### src/rtl/mmio_pkg.sv
// rtl/mmio_pkg.sv - shared types, window constants and signature step for the MMIO store buffer
package mmio_pkg;

    typedef struct packed {
        logic [31:0] addr;
        logic [31:0] data;
    } store_t;

    localparam logic [31:0] MMIO_BASE = 32'h0000_0060;
    localparam logic [31:0] MMIO_MASK = 32'hFFFF_FFF8;

    // Shift-left with feedback from taps 31, 30, 29 and 9 after folding in the store.
    function automatic logic [31:0] sig_step(input logic [31:0] sig,
                                             input logic [31:0] addr,
                                             input logic [31:0] data);
        logic [31:0] t;
        t = sig ^ addr ^ data;
        return {t[30:0], t[9] ^ t[29] ^ t[30] ^ t[31]};
    endfunction

endpackage

### src/rtl/store_fifo.sv
// rtl/store_fifo.sv - power-of-two FIFO of captured stores with extra-bit pointers
module store_fifo
    import mmio_pkg::*;
#(
    parameter int DEPTH = 8
) (
    input  logic                       clk,
    input  logic                       reset,
    input  logic                       push,
    input  store_t                     wr_entry,
    input  logic                       pop,
    output store_t                     rd_entry,
    output logic                       full,
    output logic                       empty,
    output logic [$clog2(DEPTH+1)-1:0] count
);

    localparam int AW = $clog2(DEPTH);
    localparam int PW = AW + 1;
    localparam int CW = $clog2(DEPTH + 1);

    logic [PW-1:0] wptr;
    logic [PW-1:0] rptr;
    logic [PW-1:0] diff;
    store_t        mem [DEPTH];
    logic          do_push;
    logic          do_pop;

    assign empty   = (wptr == rptr);
    assign full    = (wptr[PW-1] != rptr[PW-1]) && (wptr[AW-1:0] == rptr[AW-1:0]);
    assign do_pop  = pop && !empty;
    assign do_push = push && (!full || do_pop);
    assign diff    = wptr - rptr;
    assign count   = CW'(diff);

    // Head reads as zero when empty so the outputs never expose stale slots.
    assign rd_entry = empty ? '0 : mem[rptr[AW-1:0]];

    always_ff @(posedge clk or negedge reset) begin
        if (!reset) begin
            wptr <= '0;
            rptr <= '0;
        end else begin
            if (do_push) wptr <= wptr + PW'(1);
            if (do_pop)  rptr <= rptr + PW'(1);
        end
    end

    always_ff @(posedge clk) begin
        if (do_push) mem[wptr[AW-1:0]] <= wr_entry;
    end

endmodule

### src/rtl/mmio_store_buffer.sv
// rtl/mmio_store_buffer.sv - captures MMIO-window stores into a FIFO with status and rolling signature
module mmio_store_buffer
    import mmio_pkg::*;
#(
    parameter int          DEPTH    = 8,
    parameter logic [31:0] WIN_BASE = MMIO_BASE,
    parameter logic [31:0] WIN_MASK = MMIO_MASK
) (
    input  logic                       clk,
    input  logic                       reset,
    input  logic                       mem_write,
    input  logic [31:0]                data_adr,
    input  logic [31:0]                write_data,
    input  logic                       clear,
    output logic                       out_valid,
    input  logic                       out_ready,
    output logic [31:0]                out_addr,
    output logic [31:0]                out_data,
    output logic [$clog2(DEPTH+1)-1:0] count,
    output logic                       overflow,
    output logic                       misaligned,
    output logic [15:0]                drop_cnt,
    output logic [31:0]                signature
);

    logic   hit;
    logic   aligned;
    logic   pop;
    logic   accept;
    logic   drop;
    logic   full;
    logic   empty;
    store_t head;

    assign hit       = mem_write && ((data_adr & WIN_MASK) == WIN_BASE);
    assign aligned   = (data_adr[1:0] == 2'b00);
    assign out_valid = !empty;
    assign pop       = out_valid && out_ready;
    assign accept    = hit && aligned && (!full || pop);
    assign drop      = hit && aligned && full && !pop;
    assign out_addr  = head.addr;
    assign out_data  = head.data;

    store_fifo #(.DEPTH(DEPTH)) u_fifo (
        .clk      (clk),
        .reset    (reset),
        .push     (accept),
        .wr_entry ('{addr: data_adr, data: write_data}),
        .pop      (pop),
        .rd_entry (head),
        .full     (full),
        .empty    (empty),
        .count    (count)
    );

    // clear outranks same-cycle drop/misalign/accept updates; the push itself still goes ahead.
    always_ff @(posedge clk or negedge reset) begin
        if (!reset) begin
            overflow   <= 1'b0;
            misaligned <= 1'b0;
            drop_cnt   <= '0;
            signature  <= '0;
        end else if (clear) begin
            overflow   <= 1'b0;
            misaligned <= 1'b0;
            drop_cnt   <= '0;
            signature  <= '0;
        end else begin
            if (hit && !aligned) misaligned <= 1'b1;
            if (drop) begin
                overflow <= 1'b1;
                if (drop_cnt != 16'hFFFF) drop_cnt <= drop_cnt + 16'd1;
            end
            if (accept) signature <= sig_step(signature, data_adr, write_data);
        end
    end

endmodule

### config.mk
export PLATFORM = sky130hd
export DESIGN_NAME = mmio_store_buffer
export DESIGN_NICKNAME = d
export VERILOG_FILES = /design/src/rtl/mmio_pkg.sv /design/src/rtl/store_fifo.sv /design/src/rtl/mmio_store_buffer.sv
export SDC_FILE = /design/constraint.sdc
export NUM_CORES = 1
export LEC_CHECK = 0
export CAP_MARGIN = 30
export CORE_MARGIN = 4
export CORE_UTILIZATION = 55
export CTS_CLUSTER_DIAMETER = 50
export DETAILED_ROUTE_END_ITERATION = 6
export PLACE_DENSITY = 0.76
export SKIP_LAST_GASP = 1
export SYNTH_ARGS = -nofsm -noshare
export SYNTH_HDL_FRONTEND = slang
export SYNTH_SLANG_ARGS = --single-unit
### constraint.sdc
create_clock -name clk -period 18.37 [get_ports clk]
set_clock_uncertainty 0.15 [all_clocks]
set_input_delay 3.674 -clock clk [delete_from_list [all_inputs] [get_ports clk]]
set_output_delay 3.674 -clock clk [all_outputs]
set_load 0.03 [all_outputs]
# ---- Word level (Yosys, flattened, before mapping)
# Memory sizes are Yosys's and may differ from the RTL's.
# Cells that the tools add are included.
dict set report totals {
  n_memories 1
  register_bits 58
  ram_bits 512
}
dict set report classes {
  eq_ne 5
  muxes 12
  bitwise 5
  reduce_logical 22
  n_addsub 4
}
# name depth word_bits rd rd_ports_with_merged_regs write_ports line
set memory_table {}
lappend memory_table {u_fifo.mem 8 64 1 0 1 store_fifo.sv:25} ;# store_t mem [DEPTH];
# cell count
set ops {}
lappend ops {{$mux 32} 2}
lappend ops {{$mux 64} 1}
lappend ops {{$xor 32x32->32} 2}
lappend ops {{$mux 16} 3}
lappend ops {{$eq 29x4->1 const B} 1}
lappend ops {{$add 16x1->16 const B} 1}
lappend ops {{$ne 16x16->1 const B} 1}
lappend ops {{$logic_and 1x1->1} 10}
lappend ops {{$add 4x1->4 const B} 2}
lappend ops {{$reduce_bool 2->1} 4}
lappend ops {{$mux 1} 6}
lappend ops {{$eq 4x4->1} 1}
lappend ops {{$logic_not 1->1} 4}
lappend ops {{$sub 4x4->4} 1}
lappend ops {{$eq 3x3->1} 1}
lappend ops {{$xor 1x1->1} 3}
lappend ops {{$logic_not 2->1} 1}
lappend ops {{$logic_or 1x1->1} 2}
lappend ops {{$reduce_and 2->1} 1}
lappend ops {{$ne 1x1->1} 1}

# ---- Depth between registers and ports, before layout
dict set report depth {
  ltp_word 8
  ltp_mapped 12
  mapped_depth_nobuf 7
}

# ---- By module
# Synthesis repeated with hierarchy kept, for this count alone.
dict set report unflattened {
  hier_cells 1414
  hier_area_um2 23651.4
}
# module n_inst seq_area_each_um2 area_each_um2 cells_each
set modules_own_cells {}
lappend modules_own_cells {store_fifo 1 15574.9 20657.3 1083}
lappend modules_own_cells {mmio_store_buffer 1 1251.2 2994.1 331}

# ---- Worst setup path before layout
# No wires, ideal clock.
dict set report synth_timing {
  kind {in2reg}
  from {input data_adr[4]}
  to {memory u_fifo.mem[0][0] (netlist name) (enable)}
  cell_stages 5
  arrival_time_ns 10.756
  required_ns 17.575
  path_slack_ns 6.819
  cell_sequence {nor4b_1 -> nand4_1 -> nor2_1 -> nand3_1 -> nor4_1}
}
dict set report synth_between {
  elab_chain_len 7
}
# element line
set synth_lines {}
lappend synth_lines {{start, declared} mmio_store_buffer.sv:12} ;# input logic [31:0] data_adr,
lappend synth_lines {{$eq 29x4->1} mmio_store_buffer.sv:35} ;# assign hit = mem_write && ((data_adr & WIN_MASK) == WIN_BASE);
lappend synth_lines {{$logic_and 1x1->1} mmio_store_buffer.sv:35}
lappend synth_lines {{$logic_and 1x1->1 (2 in series)} mmio_store_buffer.sv:39} ;# assign accept = hit && aligned && (!full || pop);
lappend synth_lines {{$logic_and 1x1->1} store_fifo.sv:32} ;# assign do_push = push && (!full || do_pop);
lappend synth_lines {{$mux 1} store_fifo.sv:50} ;# if (do_push) mem[wptr[AW-1:0]] <= wr_entry;
lappend synth_lines {{$mux 1 (not written as such)} store_fifo.sv:50}
lappend synth_lines {{end, declared} store_fifo.sv:25}
# No other way between the ends.

# ---- Worst setup path in the final report
dict set report layout_timing {
  from {register u_fifo.rptr[1]}
  to {output out_addr[30]}
}
dict set report layout_between {
  elab_chain_len 2
  word_cells_on_any_way 3
  classes_between {eq/ne: 1; mux: 1; memory: 1}
}
# element line
set layout_lines {}
lappend layout_lines {{start, declared} store_fifo.sv:23} ;# logic [PW-1:0] rptr;
lappend layout_lines {{start signal, assigned} store_fifo.sv:45} ;# if (do_pop) rptr <= rptr + PW'(1);
lappend layout_lines {{$mem_v2 8x64 or $eq 4x4->1 (tied branches)} -}
lappend layout_lines {{$mux 64 *} store_fifo.sv:37} ;# assign rd_entry = empty ? '0 : mem[rptr[AW-1:0]];
lappend layout_lines {{end, declared} mmio_store_buffer.sv:17} ;# output logic [31:0] out_addr,
# Mark *: on every way between the ends. The rest lies on a longest branch, timed or not.

==> metrics.log <==
INFO  metric status = finished, final reports clean
INFO  metric max_stage_delay = 0.95 ns
INFO  metric syn2layout_area_growth = 20.18%
INFO  metric max_cap_violations = 0
INFO  metric ff2ff_path_depth = 8
INFO  metric synthCells = 1267
INFO  metric die-width = 211.1 um
INFO  metric final.hold.worst_slack = 0.3561 ns
INFO  metric sequential_fraction_of_the_synthesis_area = 74.18%
INFO  metric layout.cell_area.non_filler = 0.02726 mm2
INFO  metric routed-via-count = 12590
INFO  metric cts.sink_count = 570
INFO  metric maximum_fanout_along_the_worst_path = 43
INFO  metric post_cts_buffers = 0
INFO  metric wire_length_of_the_first_global_routing_pass = 80.41 mm
INFO  metric yosysWarningCount = 0
INFO  metric crit_path_start_kind = register
INFO  metric synthesis.nets = 1343
INFO  metric synth_top_cell_by_area = sky130_fd_sc_hd__edfxtp_1
INFO  metric synth.top_cells.by_count = 512 x sky130_fd_sc_hd__edfxtp_1, 197 x sky130_fd_sc_hd__nand2_1, 128 x sky130_fd_sc_hd__mux4_2
INFO  metric route.detailed.vias_per_inst = 6.112
INFO  metric antenna_left = 0
INFO  metric rsz_0062_raised_after_global_routing = no
INFO  metric die_area = 0.04455 mm2
INFO  metric setup-tns-final = 0 ns
INFO  metric synthTopCellsByArea = sky130_fd_sc_hd__edfxtp_1 68%, sky130_fd_sc_hd__mux4_2 13%, sky130_fd_sc_hd__dfrtp_1 6.4%, sky130_fd_sc_hd__nand2_1 3.3%, sky130_fd_sc_hd__xnor2_1 2.5%
INFO  metric final_cell_count_no_fill = 2060
INFO  metric crit_start = u_fifo.rptr[1]$_DFFE_PN0P_
INFO  metric critical_path_arrival = 4.59 ns
INFO  metric totalWireLength = 53.46 mm
INFO  metric gp_congestion = 0.8564
INFO  metric layout_min_cycle_time = 8.417 ns
INFO  metric initial_antenna_violation_count = 1
INFO  metric first_iter_violations = 1478
INFO  metric core_area = 0.04083 mm2
INFO  metric crit_slowest_cell = sky130_fd_sc_hd__and4_2
INFO  metric dpl.hpwl = 30.80 mm
INFO  metric synth_area = 0.02268 mm2
INFO  metric share_of_layout_cells_above_drive_strength_1 = 18.09%
INFO  metric synth.avg_cell_area = 17.90 um2
INFO  metric synth_flop_cell = sky130_fd_sc_hd__edfxtp_1
INFO  metric slew_headroom = 31.20%
INFO  metric leak_pwr = 0.008850 uW
INFO  metric cts_root_buf = sky130_fd_sc_hd__clkbuf_16
INFO  metric groute.usage.overall = 24.14%
INFO  metric critical_path.endpoint = out_addr[30]
INFO  metric fin_ws = 9.953 ns
INFO  metric synth_cell_types = 34
INFO  metric tightestPinTransition = 1.032 ns
INFO  metric clk_path_buf_depth = 3
INFO  metric vdd_drop_max = 120.4 uV
INFO  metric timing.rr.start = u_fifo.rptr[1]$_DFFE_PN0P_
INFO  metric post_cts.resized_instances = 0
INFO  metric count_of_input_and_output_buffers = 187
INFO  metric detailedRoute.firstPassIterationCount = 5
INFO  metric synth_most_common_cell = sky130_fd_sc_hd__edfxtp_1
INFO  metric post-route-drc-count = 0
INFO  metric initial_core_util = 55.55%
INFO  metric wire_per_inst = 25.95 um
INFO  metric cellPowerDensity = 143.9 mW/mm2
INFO  metric required = 14.55 ns
INFO  metric achievable-frequency = 118.8 MHz
INFO  metric instance_area_after_placement = 0.02528 mm2
INFO  metric cts_made_buffers = 59
INFO  metric globalRouteOverflowTotal = 0
INFO  metric net_total_in_the_final_layout = 1552
INFO  metric synth_seq_cells = 570
INFO  metric design.portCount = 188
INFO  metric number_of_fill_cells = 2609
INFO  metric detailedPlace.worstSlack = 10.19 ns
INFO  metric post_cts_hold_buffer_count = 0
INFO  metric area.sequential = 0.01683 mm2
INFO  metric synthArstFlopShare = 10.18%
INFO  metric worst_setup_path_end_kind = primary output
INFO  metric setup_viol = 0
INFO  metric cts.clk_slew.worst_paths = 0.06 ns
INFO  metric insertion_delay = 0.60 ns
INFO  metric rows = 74
INFO  metric tritoncts = built
INFO  metric maximum_number_of_pins_on_one_net_before_global_route_repair = 67
INFO  metric timing.hold.worst.class = register to register
INFO  metric cts_max_level = 2
INFO  metric netlist.area_leader.share = 67.78%
INFO  metric period_share = 45.82%
INFO  metric fp.dieH = 211.1 um
INFO  metric worst_r2r_endpoint = u_fifo.mem[7][11]$_DFFE_PP_
INFO  metric timing.final.max_slew_violations = 0
INFO  metric placed_cells_incl_taps = 1946
INFO  metric synth-edff-count = 512
INFO  metric worstPathCellList = buf_16, inv_1, ha_1, and4_2, buf_4, a21oi_1, clkdlybuf4s50_1
INFO  metric hold_viol_final = 0
INFO  metric via_count_of_the_first_global_routing_pass = 12858
INFO  metric r2r_setup_slack = 13.99 ns
INFO  metric multi_input_comb_area = 0.005608 mm2
INFO  metric timing.setup.critical_path_class = register to primary output
[cells in the final DEF (no fill, tap or decap), types with 5 or more instances in the layout]
master | netlist | layout
sky130_fd_sc_hd__edfxtp_1 | 512 | 512
sky130_fd_sc_hd__inv_1 | 12 | 11
sky130_fd_sc_hd__xor2_1 | 9 | 9
sky130_fd_sc_hd__clkinvlp_4 | 0 | 7
sky130_fd_sc_hd__nand4_1 | 9 | 9
sky130_fd_sc_hd__nand3_1 | 14 | 14
sky130_fd_sc_hd__nand2_1 | 197 | 197
sky130_fd_sc_hd__clkbuf_16 | 0 | 61
sky130_fd_sc_hd__clkinv_1 | 0 | 7
sky130_fd_sc_hd__or3_1 | 11 | 11
sky130_fd_sc_hd__dfrtp_1 | 58 | 55
sky130_fd_sc_hd__clkdlybuf4s50_1 | 0 | 185
sky130_fd_sc_hd__or4_1 | 8 | 8
sky130_fd_sc_hd__inv_6 | 0 | 5
sky130_fd_sc_hd__ha_1 | 6 | 6
sky130_fd_sc_hd__xnor2_1 | 66 | 66
sky130_fd_sc_hd__o31ai_1 | 5 | 5
sky130_fd_sc_hd__clkinv_2 | 0 | 13
sky130_fd_sc_hd__nor4_2 | 0 | 8
sky130_fd_sc_hd__mux4_2 | 128 | 128
sky130_fd_sc_hd__buf_4 | 0 | 25
sky130_fd_sc_hd__o21ai_0 | 10 | 10
sky130_fd_sc_hd__nor4_1 | 15 | 7
sky130_fd_sc_hd__a21oi_1 | 112 | 112
sky130_fd_sc_hd__nor2_1 | 10 | 9
sky130_fd_sc_hd__clkbuf_1 | 44 | 6
[worst max-delay path: cells and delay by family (launching register included)]
family	cells	cell delay, ns
AO/OA/AOI/OAI	1	0.21
adder cells (fa/ha/maj)	1	0.34
buffers and inverters	4	1.65
flip-flops	1	0.78
AND/OR/NAND/NOR	1	0.95
[sequential cells by signal, indices dropped and copies added, names as in the netlist]
register,cells
misaligned,1
u_fifo.wptr,4
overflow,1
drop_cnt,16
u_fifo.rptr,4
u_fifo.mem,512
signature,32
[area by class of cell]
class                   count  share of cell area (%)
flip-flops and latches    570                   61.76
diodes                      2                 0.01836
multi-input cells         617                   20.57
well taps                 532                   2.442
clock buffers              69                   5.783
repair buffers            216                   7.895
inverters                  12                  0.1652
clock inverters            42                   1.368
[layer usage]
| metal | part of all wire [%] | global-route usage [%] | vias to the layer above |
|---|---|---|---|
| met5 | 0 | 0 | - |
| met4 | 3.0 | 7.959 | 0 |
| li1 | - | - | 5372 |
| met3 | 8.2 | 4.990 | 78 |
| met1 | 41 | 34.94 | 6544 |
| met2 | 48 | 37.67 | 596 |
[worst min-delay path by stage]
stage | cells past startpoint | startpoint | slack (ns) | endpoint
6_report | 1 | u_fifo.rptr[3]$_DFFE_PN0P_ | 0.36 | u_fifo.rptr[3]$_DFFE_PN0P_
5_1_grt | 1 | u_fifo.wptr[3]$_DFFE_PN0P_ | 0.37 | u_fifo.wptr[3]$_DFFE_PN0P_
4_1_cts | 1 | u_fifo.rptr[3]$_DFFE_PN0P_ | 0.35 | u_fifo.rptr[3]$_DFFE_PN0P_
3_5_place_dp | 1 | u_fifo.rptr[3]$_DFFE_PN0P_ | 0.34 | u_fifo.rptr[3]$_DFFE_PN0P_
3_3_place_gp | 1 | u_fifo.rptr[3]$_DFFE_PN0P_ | 0.33 | u_fifo.rptr[3]$_DFFE_PN0P_
2_1_floorplan | 1 | u_fifo.wptr[3]$_DFFE_PN0P_ | 0.31 | u_fifo.wptr[3]$_DFFE_PN0P_
[power by group]
part	internal (uW)	total [uW]	switching, uW	leakage (uW)
clock	677	1180	498	0.000947
combinational	566	1300	732	0.00252
sequential	1420	1450	29.4	0.00539
total	2660	3920	1260	0.00885
[stage by stage]
stage | util, % | power (uW)
global placement | 61.72 | 2755
finish | 66.76 | 3921
global route | 66.76 | 4073
CTS | 66.68 | 3948
floorplan | - | 2294
detailed placement | 61.91 | 2774
[cell families (layout without fill, tap and decap cells)]
logic type	Yosys count	in the layout	synth area share (%)
flip-flops	570	570	74.18
AND/OR/NAND/NOR	274	274	5.334
AO/OA/AOI/OAI	132	132	3.056
multiplexers	129	129	12.76
buffers and inverters	80	339	1.357
XOR/XNOR	75	75	2.896
adder cells (fa/ha/maj)	7	7	0.4192
other	0	2	0
Note: power is estimated with default switching activity, not from simulation.
